$ cat config.mk
export PLATFORM = sky130hd
export DESIGN_NAME = alu_cmd_initiator
export DESIGN_NICKNAME = d
export VERILOG_FILES = /design/src/rtl/alu_cmd_initiator.sv
export SDC_FILE = /design/constraint.sdc
export NUM_CORES = 1
export LEC_CHECK = 0
export CAP_MARGIN = 5
export CORE_UTILIZATION = 25
export CTS_BUF_LIST = sky130_fd_sc_hd__clkbuf_4 sky130_fd_sc_hd__clkbuf_8 sky130_fd_sc_hd__clkbuf_16
export DETAILED_ROUTE_END_ITERATION = 12
export PLACE_DENSITY = 0.58
export SLEW_MARGIN = 25
export SYNTH_ARGS = -nofsm -noshare
export SYNTH_HDL_FRONTEND = slang
export SYNTH_SLANG_ARGS = --single-unit
$ cat constraint.sdc
create_clock -name CLK -period 5.9 [get_ports CLK]
set_clock_uncertainty 0.05 [all_clocks]
set_input_delay 0.59 -clock CLK [delete_from_list [all_inputs] [get_ports CLK]]
set_output_delay 0.59 -clock CLK [all_outputs]
set_load 0.005 [all_outputs]
$ cat src/rtl/alu_cmd_initiator.sv
// Initiator between UART RX/TX and the ALU: assembles 5-byte command frames, issues them, returns the group result.
// Build option CARRY_BYTE_EN appends a status byte (carry + captured group one-hot) to every non-error response.
module alu_cmd_initiator #(
    parameter int unsigned TIMEOUT_CYC = 8,
    parameter logic [7:0]  ERR_CODE    = 8'hEE,
    parameter logic [3:0]  SYNC_NIB    = 4'hA
) (
    input  logic        CLK,
    input  logic        RST,
    input  logic [7:0]  RX_P_DATA,
    input  logic        RX_D_VLD,
    output logic [7:0]  TX_P_DATA,
    output logic        TX_D_VLD,
    input  logic        TX_READY,
    output logic [15:0] A,
    output logic [15:0] B,
    output logic [3:0]  ALU_FUN,
    output logic        ALU_EN,
    input  logic [15:0] Arith_OUT,
    input  logic        Carry_OUT,
    input  logic [15:0] Logic_OUT,
    input  logic [15:0] CMP_OUT,
    input  logic [15:0] Shift_OUT,
    input  logic        Arith_Flag,
    input  logic        Logic_Flag,
    input  logic        CMP_Flag,
    input  logic        Shift_Flag,
    output logic        BUSY,
    output logic        FRAME_ERR,
    output logic        RX_OVERRUN,
    output logic [3:0]  state_dbg
);

    typedef enum logic [3:0] {
        IDLE     = 4'd0,
        GET_A0   = 4'd1,
        GET_A1   = 4'd2,
        GET_B0   = 4'd3,
        GET_B1   = 4'd4,
        ISSUE    = 4'd5,
        WAIT_RES = 4'd6,
        SEND_LO  = 4'd7,
        SEND_HI  = 4'd8,
        SEND_ST  = 4'd9,
        SEND_ERR = 4'd10
    } state_t;

    localparam logic [7:0] WAIT_LAST = 8'(TIMEOUT_CYC - 1);

    state_t      state;
    logic [3:0]  fun_q;
    logic [15:0] a_q;
    logic [7:0]  b_lo_q;
    logic [15:0] res_q;
    logic [7:0]  wait_cnt;

    logic        grp_hit;
    logic [15:0] grp_res;
    logic        tx_accept;
    logic        rx_closed;

    assign state_dbg = state;

    // TX handshake: a byte moves on any clock edge where TX_D_VLD && TX_READY are both high;
    // until then TX_P_DATA and TX_D_VLD are held unchanged by this block.
    assign tx_accept = TX_D_VLD && TX_READY;

    // Bytes are only consumed while assembling a frame; anywhere else they are dropped.
    assign rx_closed = !(state inside {IDLE, GET_A0, GET_A1, GET_B0, GET_B1});

    always_comb begin
        grp_hit = 1'b0;
        grp_res = 16'h0000;
        case (ALU_FUN[3:2])
            2'b00: begin grp_hit = Arith_Flag; grp_res = Arith_OUT; end
            2'b01: begin grp_hit = Logic_Flag; grp_res = Logic_OUT; end
            2'b10: begin grp_hit = CMP_Flag;   grp_res = CMP_OUT;   end
            default: begin grp_hit = Shift_Flag; grp_res = Shift_OUT; end
        endcase
    end

`ifdef CARRY_BYTE_EN
    logic       carry_q;
    logic [7:0] status_byte;
    assign status_byte = {3'b000, carry_q,
                          ALU_FUN[3:2] == 2'b00, ALU_FUN[3:2] == 2'b01,
                          ALU_FUN[3:2] == 2'b10, ALU_FUN[3:2] == 2'b11};
`else
    logic unused_carry;
    assign unused_carry = Carry_OUT;
`endif

    always_ff @(posedge CLK) begin
        if (RST) begin
            state      <= IDLE;
            fun_q      <= 4'h0;
            a_q        <= 16'h0000;
            b_lo_q     <= 8'h00;
            res_q      <= 16'h0000;
            wait_cnt   <= 8'h00;
            A          <= 16'h0000;
            B          <= 16'h0000;
            ALU_FUN    <= 4'h0;
            ALU_EN     <= 1'b0;
            TX_P_DATA  <= 8'h00;
            TX_D_VLD   <= 1'b0;
            BUSY       <= 1'b0;
            FRAME_ERR  <= 1'b0;
            RX_OVERRUN <= 1'b0;
`ifdef CARRY_BYTE_EN
            carry_q    <= 1'b0;
`endif
        end else begin
            ALU_EN     <= 1'b0;
            FRAME_ERR  <= 1'b0;
            RX_OVERRUN <= RX_D_VLD && rx_closed;

            case (state)
                IDLE: begin
                    if (RX_D_VLD) begin
                        if (RX_P_DATA[7:4] == SYNC_NIB) begin
                            fun_q <= RX_P_DATA[3:0];
                            BUSY  <= 1'b1;
                            state <= GET_A0;
                        end else begin
                            FRAME_ERR <= 1'b1;
                        end
                    end
                end
                GET_A0: begin
                    if (RX_D_VLD) begin
                        a_q[7:0] <= RX_P_DATA;
                        state    <= GET_A1;
                    end
                end
                GET_A1: begin
                    if (RX_D_VLD) begin
                        a_q[15:8] <= RX_P_DATA;
                        state     <= GET_B0;
                    end
                end
                GET_B0: begin
                    if (RX_D_VLD) begin
                        b_lo_q <= RX_P_DATA;
                        state  <= GET_B1;
                    end
                end
                GET_B1: begin
                    // Operands go out together so they are already stable during the issue cycle.
                    if (RX_D_VLD) begin
                        A       <= a_q;
                        B       <= {RX_P_DATA, b_lo_q};
                        ALU_FUN <= fun_q;
                        ALU_EN  <= 1'b1;
                        state   <= ISSUE;
                    end
                end
                ISSUE: begin
                    wait_cnt <= 8'h00;
                    state    <= WAIT_RES;
                end
                WAIT_RES: begin
                    if (grp_hit) begin
                        res_q     <= grp_res;
                        TX_P_DATA <= grp_res[7:0];
                        TX_D_VLD  <= 1'b1;
                        state     <= SEND_LO;
`ifdef CARRY_BYTE_EN
                        carry_q   <= (ALU_FUN[3:2] == 2'b00) ? Carry_OUT : 1'b0;
`endif
                    end else if (wait_cnt == WAIT_LAST) begin
                        TX_P_DATA <= ERR_CODE;
                        TX_D_VLD  <= 1'b1;
                        state     <= SEND_ERR;
                    end else begin
                        wait_cnt <= wait_cnt + 8'd1;
                    end
                end
                SEND_LO: begin
                    if (tx_accept) begin
                        TX_P_DATA <= res_q[15:8];
                        state     <= SEND_HI;
                    end
                end
                SEND_HI: begin
                    if (tx_accept) begin
`ifdef CARRY_BYTE_EN
                        TX_P_DATA <= status_byte;
                        state     <= SEND_ST;
`else
                        TX_D_VLD  <= 1'b0;
                        BUSY      <= 1'b0;
                        state     <= IDLE;
`endif
                    end
                end
`ifdef CARRY_BYTE_EN
                SEND_ST: begin
                    if (tx_accept) begin
                        TX_D_VLD <= 1'b0;
                        BUSY     <= 1'b0;
                        state    <= IDLE;
                    end
                end
`endif
                SEND_ERR: begin
                    if (tx_accept) begin
                        TX_D_VLD <= 1'b0;
                        BUSY     <= 1'b0;
                        state    <= IDLE;
                    end
                end
                default: begin
                    TX_D_VLD <= 1'b0;
                    BUSY     <= 1'b0;
                    state    <= IDLE;
                end
            endcase
        end
    end

endmodule

==> metrics.md, run 1 <==
| Metric | Value |
|---|---|
| Share of cells above drive strength 1 | 8.108% |
| Remaining global-route overflow | 0 |
| Post-CTS setup buffer count | 0 |
| Req. time, crit path | 6.12 ns |
| Crit path buf inv count | 0 |
| Yosys top cell by area | dfxtp_1 |
| Cell depth of the worst min-delay path | 2 |
| CP top delay family | flip-flops |
| Sink Count | 97 |
| R2R Path End | state_dbg[0] |
| Worst Hold Class | reg -> reg |
| Min Hold Slack | 0.4021 ns |
| ANT nets after route | 0 |
| Clk buf depth | 2 |
| Initial Util | 25.82% |
| R2R setup slack | 3.19 ns |
| Number of vias per cell | 4.775 |
| Core ar. | 0.01670 mm2 |
| RR Startpoint | ALU_FUN[3] |
| Dpl ws | 2.979 ns |
| PnR worst setup slack | around 3.2 ns |
| Total CTS buffers | 9 |
| # nets final | 669 |
| WP data arrival | approximately 2.9 ns |
| Max incr delay on CP | 0.87 ns |
| FF+latch count, synth | 97 |
| RSZ-0062 raised after global routing | no |
| Synthesized Nets | 556 |
| First-pass GRT wire length | 19.89 mm |
| Leak pwr | 2.078 nW |
| Gpl congestion | 0.7939 |
| Hold path start | a_q[12] |
| Core Util, Final | 36.61% |
| CTS H-tree lvls | 3 |
| Area of the die | 0.01778 mm2 |
| Layout area overhead | 41.82% |
| Endpoints failing setup | 0 |
| Final Hold Fails | 0 |
| Peak VDD IR | 0.1913 mV |
| Synth area leaders | dfxtp_1 45%, nand2_1 9.4%, mux4_2 8.9% |
| Max Clock Freq | 369.0 MHz |
| Hold Path Sink | A[12] |
| Synth unique cells | 50 |
| Final min period | 2.710 ns |
| Power per cell area | 247.4 mW/mm2 |
| Cell count after placement | 796 |
| WL/cell | 15.10 um |
| Top cell type's share of synthesized area | 45.04% |
| Final Max Tran Viols | 0 |
| Largest fanout on the critical path | 19 |
| Ports | 134 |
| Max Cap Viol | 0 |
| Antenna violations before repair | 0 |
| Routed via count | 3877 |
| Worst-Margin Slew | 0.9321 ns |
| Crit Path Class | reg -> reg |
| Crit-path slowest cell | dfxtp_1 |
| Post-cts gate resize count | 0 |
| Final WL | ~12 mm |
| Most common cell after layout, fill and taps aside | clkdlybuf4s50_1 |
| Yosys warns | 0 |
| Worst slew margin | around 38% |
| Clock Root Buffer | clkbuf_16 |
| Clock Pin Slew Worst Setup and Hold Paths | 0.07 ns |
| Initial drt markers | 180 |
| Setup crit start kind | flop |
| Crit share post-route | 45.93% |
| Die H | approximately 130 um |
| Initial DRT Pass Iterations | 4 |
| Hold bufs inserted after CTS | 0 |
| TNS Setup | 0 ns |
| Worst-Skew Late Latency | between 0.3 and 0.4 ns |
| Number of I/O port buffers | 132 |
| CTS tree | yes |
| Post-synthesis sequential area ratio | 45.04% |
| Crit end category | flop |
| GRT Overall Usage | 14.18% |
| Top_reg_cell synth | dfxtp_1 |
| Status | finished, final reports clean |
| Fillers | ~1700 |
| FF-to-FF path depth | 4 |
| Final cell count without fillers | 812 |
| Multi-input logic area | 0.002211 mm2 |
| Storage cell area | about 0.0019 mm2 |
| Async set-reset flop share out of synthesis | 0% |
| Cell Chain, Critical Path | mux4_2, a211oi_2, nor4_1, mux2i_1 |
| Die X | 133.3 um |
| Post-synth EDFFs | 0 |
| DP Wirelength | 8.910 mm |
| Post-Synthesis Cells | 474 |
| DRC viols | 0 |
| Number of global-route vias before repair | about 3900 |
| Largest net degree at the start of global routing | 90 |
| ANT cells | 0 |
| Mapped cell area | 0.004312 mm2 |
| Core Rows | 47 |
| Most frequent cells in the layout | 131 x clkdlybuf4s50_1, 108 x nand2_1, 97 x dfxtp_1, 55 x a21oi_1, 36 x mux2i_1 |
| Synthesized area per cell | 9.096 um2 |
-- final cells by class --
type | instances | area share (%)
Sequential cell | 97 | 31.76
Multi-Input combinational cell | 338 | 36.16
Tap cell | 220 | 4.502
Inverter | 2 | 0.1228
Clock buffer | 9 | 3.683
Clock inverter | 7 | 1.391
Timing Repair Buffer | 139 | 22.39
-- power breakdown --
part	total (mW)	internal, mW	leakage [nW]	switching, mW
Clock	0.603	0.337	0.146	0.266
Sequential	0.707	0.675	0.782	0.0319
Combinational	0.203	0.117	1.15	0.0860
-- registers in the layout, indices dropped and copies added (netlist names) --
name	count
A	16
ALU_EN	1
ALU_FUN	4
B	16
BUSY	1
FRAME_ERR	1
RX_OVERRUN	1
TX_D_VLD	1
TX_P_DATA	8
a_q	16
b_lo_q	8
fun_q	4
res_q	8
state_dbg	4
wait_cnt	8
-- cell families (layout without fill, tap and decap cells) --
logic type	count (synthesis)	after routing	share of synthesized area [%]
AO/OA/AOI/OAI	88	88	12.77
adder cells (fa/ha/maj)	1	1	0.2901
buffers and inverters	39	157	3.830
flip-flops	97	97	45.04
multiplexers	53	53	17.24
AND/OR/NAND/NOR	196	196	20.84
-- through the flow --
stage / total power [mW] / instance area [um2]
CTS: 1.541 / 6115
floorplan: 0.8259 / 4312
global placement: 0.9189 / 5804
detailed placement: 0.9247 / 5804
finish: 1.513 / 6115
global route: 1.584 / 6115
-- cell usage after synthesis, drive strengths merged, types with 2 or more instances --
cell and count:
nand2 108, dfxtp 97, a21oi 55, mux2i 36
nor2 35, clkbuf 31, mux4 17, nand3 9
nand3b 7, o211ai 7, buf 6, and3 4
nor4 4, or3 4, a211oi 3, a221oi 3
a311oi 3, a41oi 3, nand2b 3, nor3 3
nor4bb 3, o21ai 3, a211o 2, and2 2
nand4b 2, nor2b 2, nor4b 2, or4 2
-- layer usage --
metal | vias to the layer above | part of all wire, % | global-route usage [%]
met5 | - | 0 | 0
met2 | 98 | 49 | 23.38
met4 | 0 | 1.8 | 4.672
met3 | 15 | 4.9 | 3.501
li1 | 1913 | - | -
met1 | 1851 | 44 | 18.06
-- how the worst max path moves through the flow --
stage               start      endpoint  slack, ns  depth (start not counted)
2_1_floorplan  Shift_Flag   wait_cnt[3]       3.71                          5
3_3_place_gp          RST  state_dbg[1]       3.02                          5
3_5_place_dp          RST  state_dbg[1]       2.98                          5
4_1_cts        ALU_FUN[3]  state_dbg[0]       3.21                          4
5_1_grt        ALU_FUN[3]   wait_cnt[6]       3.03                          4
6_report       ALU_FUN[3]  state_dbg[0]       3.19                          4
-- worst reg2reg max path, stage by stage (launching register included) --
cell and delay, ns:
dfxtp_1 0.87, mux4_2 0.57, a211oi_2 0.16, nor4_1 0.73, mux2i_1 0.25
Power figures use the tool's default switching activity.
==> run 2: changes to the inputs <==
- clock period: 5.9 -> 2.7 ns (I/O delays scaled with it)
==> metrics.md, run 2 (same netlist as run 1, synthesis figures left out) <==
| Metric | Value |
|---|---|
| Status | finished, final reports clean |
| Min Hold Slack | 0.2934 ns |
| Req. time, crit path | 2.90 ns |
| FF-to-FF path depth | 5 |
| Final cell count without fillers | 818 |
| WP data arrival | approximately 2.4 ns |
| Ports | 134 |
| Antenna violations before repair | 0 |
| Clock Root Buffer | clkbuf_16 |
| Dpl cell area | 0.005864 mm2 |
| Worst-Margin Slew | 0.7049 ns |
| CTS tree | yes |
| GRT Overall Usage | 14.63% |
| Final Max Tran Viols | 0 |
| Hold bufs inserted after CTS | 0 |
| Crit-path slowest cell | nor4b_1 |
| Gpl congestion | 0.8211 |
| Number of I/O port buffers | 132 |
| Fillers | 1675 |
| TNS Setup | 0 ns |
| Area of the die | between 0.015 and 0.02 mm2 |
| PnR worst setup slack | 0.5445 ns |
| Pwr Total | 3.395 mW |
| Setup crit start kind | flop |
| Max Clock Freq | 463.9 MHz |
| Largest net degree at the start of global routing | 71 |
| ANT cells | 0 |
| # nets final | ~680 |
| Power per cell area | 549.3 mW/mm2 |
| Worst-Skew Late Latency | 0.35 ns |
| Worst Hold Class | in -> reg |
| Post-cts gate resize count | 0 |
| Final min period | 2.156 ns |
| R2R Path End | wait_cnt[6] |
| Largest fanout on the critical path | 10 |
| Die H | between 100 and 150 um |
| Initial DRT Pass Iterations | 4 |
| Share of cells above drive strength 1 | between 9 and 10% |
| DP Wirelength | 9.241 mm |
| Max Cap Viol | 0 |
| Routed via count | 3942 |
| Most frequent cells in the layout | 131 x clkdlybuf4s50_1, 108 x nand2_1, 97 x dfxtp_1, 55 x a21oi_1, 36 x mux2i_1 |
| Layout area overhead | 43.35% |
| DRC viols | 0 |
| ANT nets after route | 0 |
| Dpl ws | 0.3268 ns |
| Crit end category | flop |
| Number of vias per cell | between 4 and 5 |
| Crit Path Class | reg -> reg |
| RSZ-0062 raised after global routing | no |
| Final WL | 12.64 mm |
| Core ar. | 0.01670 mm2 |
| Cell depth of the worst min-delay path | 2 |
| Crit path buf inv count | 0 |
| Storage cell area | 0.001942 mm2 |
| WL/cell | 15.45 um |
| RR Startpoint | wait_cnt[0] |
| Initial drt markers | 178 |
| Sink Count | between 90 and 100 |
| Core Util, Final | 37.01% |
| Remaining global-route overflow | 0 |
| Post-CTS setup buffer count | 0 |
| Leak pwr | between 2 and 2.5 nW |
| Most common cell after layout, fill and taps aside | clkdlybuf4s50_1 |
| Crit share post-route | 79.83% |
| Post-Layout Inst Area | 0.006181 mm2 |
| Hold path start | RST |
| Final Hold Fails | 0 |
| Endpoints failing setup | 0 |
| Number of global-route vias before repair | slightly below 4000 |
| Largest registers | A: 16 flops, B: 16 flops, a_q: 16 flops |
| Max incr delay on CP | 0.53 ns |
| Cell count after placement | 804 |
| First-pass GRT wire length | a little over 20 mm |
| R2R setup slack | 0.54 ns |
| Total CTS buffers | 9 |
| Die X | 133.3 um |
| Worst slew margin | between 50% and 60% |
| Initial Util | between 20% and 30% |
| Core Rows | 47 |
| Multi-input logic area | 0.002211 mm2 |
| Cell Chain, Critical Path | ha_1, nor4b_1, a211o_1, nand2_1, a311oi_1 |
| Clk buf depth | 2 |
| Peak VDD IR | 0.3126 mV |
| CTS H-tree lvls | 3 |
| CP top delay family | compound AO/OA/AOI/OAI gates |
| Clock Pin Slew Worst Setup and Hold Paths | about 0.070 ns |
| Hold Path Sink | res_q[11] |
run 2: final cells by class:
cell class	count	area share, %
clock buffers	10	3.866
clock inverters	4	1.255
inverters	2	0.1215
multi-input cells	338	35.77
flip-flops and latches	97	31.42
well taps	220	4.453
repair buffers	147	23.12
run 2: power breakdown:
part | internal, mW | switching, mW
Combinational | 0.277 | 0.228
Sequential | 1.48 | 0.0393
Clock | 0.831 | 0.543
run 2: worst register-to-register path, delay by kind of cell, from the launching register on:
family,cells,cell delay (ns)
DFF,1,0.38
adders and majority gates,1,0.23
AOI/OAI and AO/OA,2,0.71
and+or+nand+nor,2,0.68
run 2: worst max path at each step:
| stage | start | end | cells after the start |
|---|---|---|---|
| after detailed placement | Logic_Flag | TX_P_DATA[2] | 6 |
| after floorplan | ALU_FUN[2] | wait_cnt[3] | 6 |
| final | wait_cnt[0] | wait_cnt[6] | 5 |
| after global placement | RX_P_DATA[4] | state_dbg[1] | 6 |
| after CTS | wait_cnt[0] | wait_cnt[6] | 5 |
| after global routing | wait_cnt[0] | state_dbg[2] | 6 |
run 2: layer usage:
metal	global-route usage [%]	up-vias	wire, um
li1	-	1920	-
met1	18.43	1897	5581
met2	24.54	110	6219
met3	3.653	15	693
met4	4.419	0	140
met5	0	-	0
==> run 3: changes to the inputs <==
- PLACE_DENSITY: 0.58 -> 0.6
- clock period: 2.7 -> 1.83 ns (I/O delays scaled with it)
==> metrics.md, run 3 (same netlist as run 1, synthesis figures left out) <==
| Metric | Value |
|---|---|
| Status | complete, but fails checks |
| Failing checks | setup timing |
| Number of vias per cell | ~4.8 |
| Worst Hold Class | in -> reg |
| Crit share post-route | 106.0% |
| Cell depth of the worst min-delay path | 2 |
| Clock Root Buffer | clkbuf_16 |
| Endpoints failing setup | 16 |
| Core ar. | 0.01670 mm2 |
| WL/cell | 15.51 um |
| CTS H-tree lvls | 3 |
| GRT Overall Usage | 15.32% |
| Largest net degree at the start of global routing | 84 |
| Initial drt markers | 203 |
| Die H | between 100 and 150 um |
| Sw frac | 25.98% |
| Sequential Power Share | between 40 and 50% |
| Routed via count | between 4000 and 5000 |
| ANT nets after route | 0 |
| Setup crit start kind | flop |
| ANT cells | 0 |
| Initial DRT Pass Iterations | 4 |
| TNS Setup | -0.8359 ns |
| Die X | 133.3 um |
| Dpl ws | -0.5293 ns |
| Share of cells above drive strength 1 | 20.31% |
| Largest fanout on the critical path | 7 |
| CTS tree | yes |
| Area of the die | 0.01778 mm2 |
| Largest registers | A: 16 flops, B: 16 flops, a_q: 16 flops |
| DP Wirelength | 9.815 mm |
| Number of global-route vias before repair | roughly 4200 |
| Remaining global-route overflow | 0 |
| Final WL | 13.34 mm |
| Number of I/O port buffers | about 130 |
| Sw Pwr | roughly 1.3 mW |
| Total CTS buffers | 9 |
| WP data arrival | 2.15 ns |
| Clk pwr share | 36.0% |
| Worst slew margin | 66.69% |
| First-pass GRT wire length | 21.39 mm |
| Initial Util | about 26% |
| Gate power share | 18.9% |
| Gpl congestion | ~0.83 |
| # nets final | 718 |
| Max Clock Freq | 515.4 MHz |
| RSZ-0062 raised after global routing | yes |
| Max Cap Viol | 0 |
| Leak pwr | approximately 2.4 nW |
| Req. time, crit path | 2.04 ns |
| Ports | 134 |
| Worst-Margin Slew | ~0.50 ns |
| Most common cell after layout, fill and taps aside | clkdlybuf4s50_1 |
| Sink Count | between 90 and 100 |
| Most frequent cells in the layout | 131 x clkdlybuf4s50_1, 106 x nand2_1, 90 x dfxtp_1, 49 x a21oi_1, 45 x buf_4 |
| Final Max Tran Viols | 0 |
| Clock Pin Slew Worst Setup and Hold Paths | 0.07 ns |
| Crit Path Class | reg -> reg |
| Pint | 3.689 mW |
| Peak VDD IR | 0.4971 mV |
| Worst-Skew Late Latency | approximately 0.35 ns |
| Power per cell area | 740.0 mW/mm2 |
| Core Rows | between 40 and 50 |
| Final Hold Fails | 0 |
| DRC viols | 0 |
| FF-to-FF path depth | 5 |
| Fillers | 1668 |
| Clk buf depth | 2 |
| Antenna violations before repair | 0 |
| Layout area overhead | 56.21% |
| PnR worst setup slack | -0.1101 ns |
| Crit end category | flop |
| Final min period | 1.940 ns |
==> run 3: through the flow <==
stage          power (mW)  cell area [um2]  hold slack (ns)  utilization (%)  instances
5_1_grt             5.183             6735          0.08069            40.33        860
4_1_cts             4.965             6535          0.07669            39.13        855
3_5_place_dp        3.173             6186           0.3975            37.04        840
3_3_place_gp        3.154             6186           0.3937            37.04        840
2_1_floorplan       2.673             4327           0.2690                -        474
6_report            4.984             6735          0.08395            40.33        860
==> run 3: power groups by stage <==
stage	logic (mW)	registers [mW]	clock network, mW
5_1_grt	1.00	2.26	1.92
3_5_place_dp	0.885	2.29	0
2_1_floorplan	0.415	2.26	0
6_report	0.941	2.25	1.80
3_3_place_gp	0.870	2.28	0
4_1_cts	0.884	2.24	1.84
==> run 3: path summary, 6_finish.rpt <==
kind	from	end	slack [ns]
setup reg to reg	ALU_FUN[2]	TX_P_DATA[0]	-0.11
hold reg to reg	a_q[14]	A[14]	0.40
setup / recovery	ALU_FUN[2]	TX_P_DATA[0]	-0.11
hold / removal	RST	TX_P_DATA[4]	0.08
==> run 3: layout make-up <==
class	instances	area, um2	share of cell area (%)
repair buffers	188	1813	26.92
inverters	2	7.507	0.1115
clock buffers	10	239.0	3.548
clock inverters	5	36.28	0.5387
multi-input cells	338	2411	35.80
flip-flops and latches	97	1953	29.00
well taps	220	275.3	4.087
==> run 3: repair_timing <==
item                                   CTS  global route
pin swaps                                8            13
setup endpoints to repair               33            42
hold buffers                             0             0
endpoints found under the hold margin    0             0
setup buffers                            1             6
gates resized for setup                 14            36
==> run 3: worst max-delay path, cell delays in order, from the launching register on <==
cell      delay (ns)
dfxtp_4         0.36
mux4_2          0.57
buf_6           0.17
a21o_1          0.19
a22o_1          0.24
a221oi_2        0.27
==> run 3: metal layers <==
metal	wire length, um	up-vias	track usage [%]
li1	-	1999	-
met1	5865	2000	19.25
met2	6540	111	25.23
met3	623	22	4.033
met4	309	0	5.429
met5	0	-	0
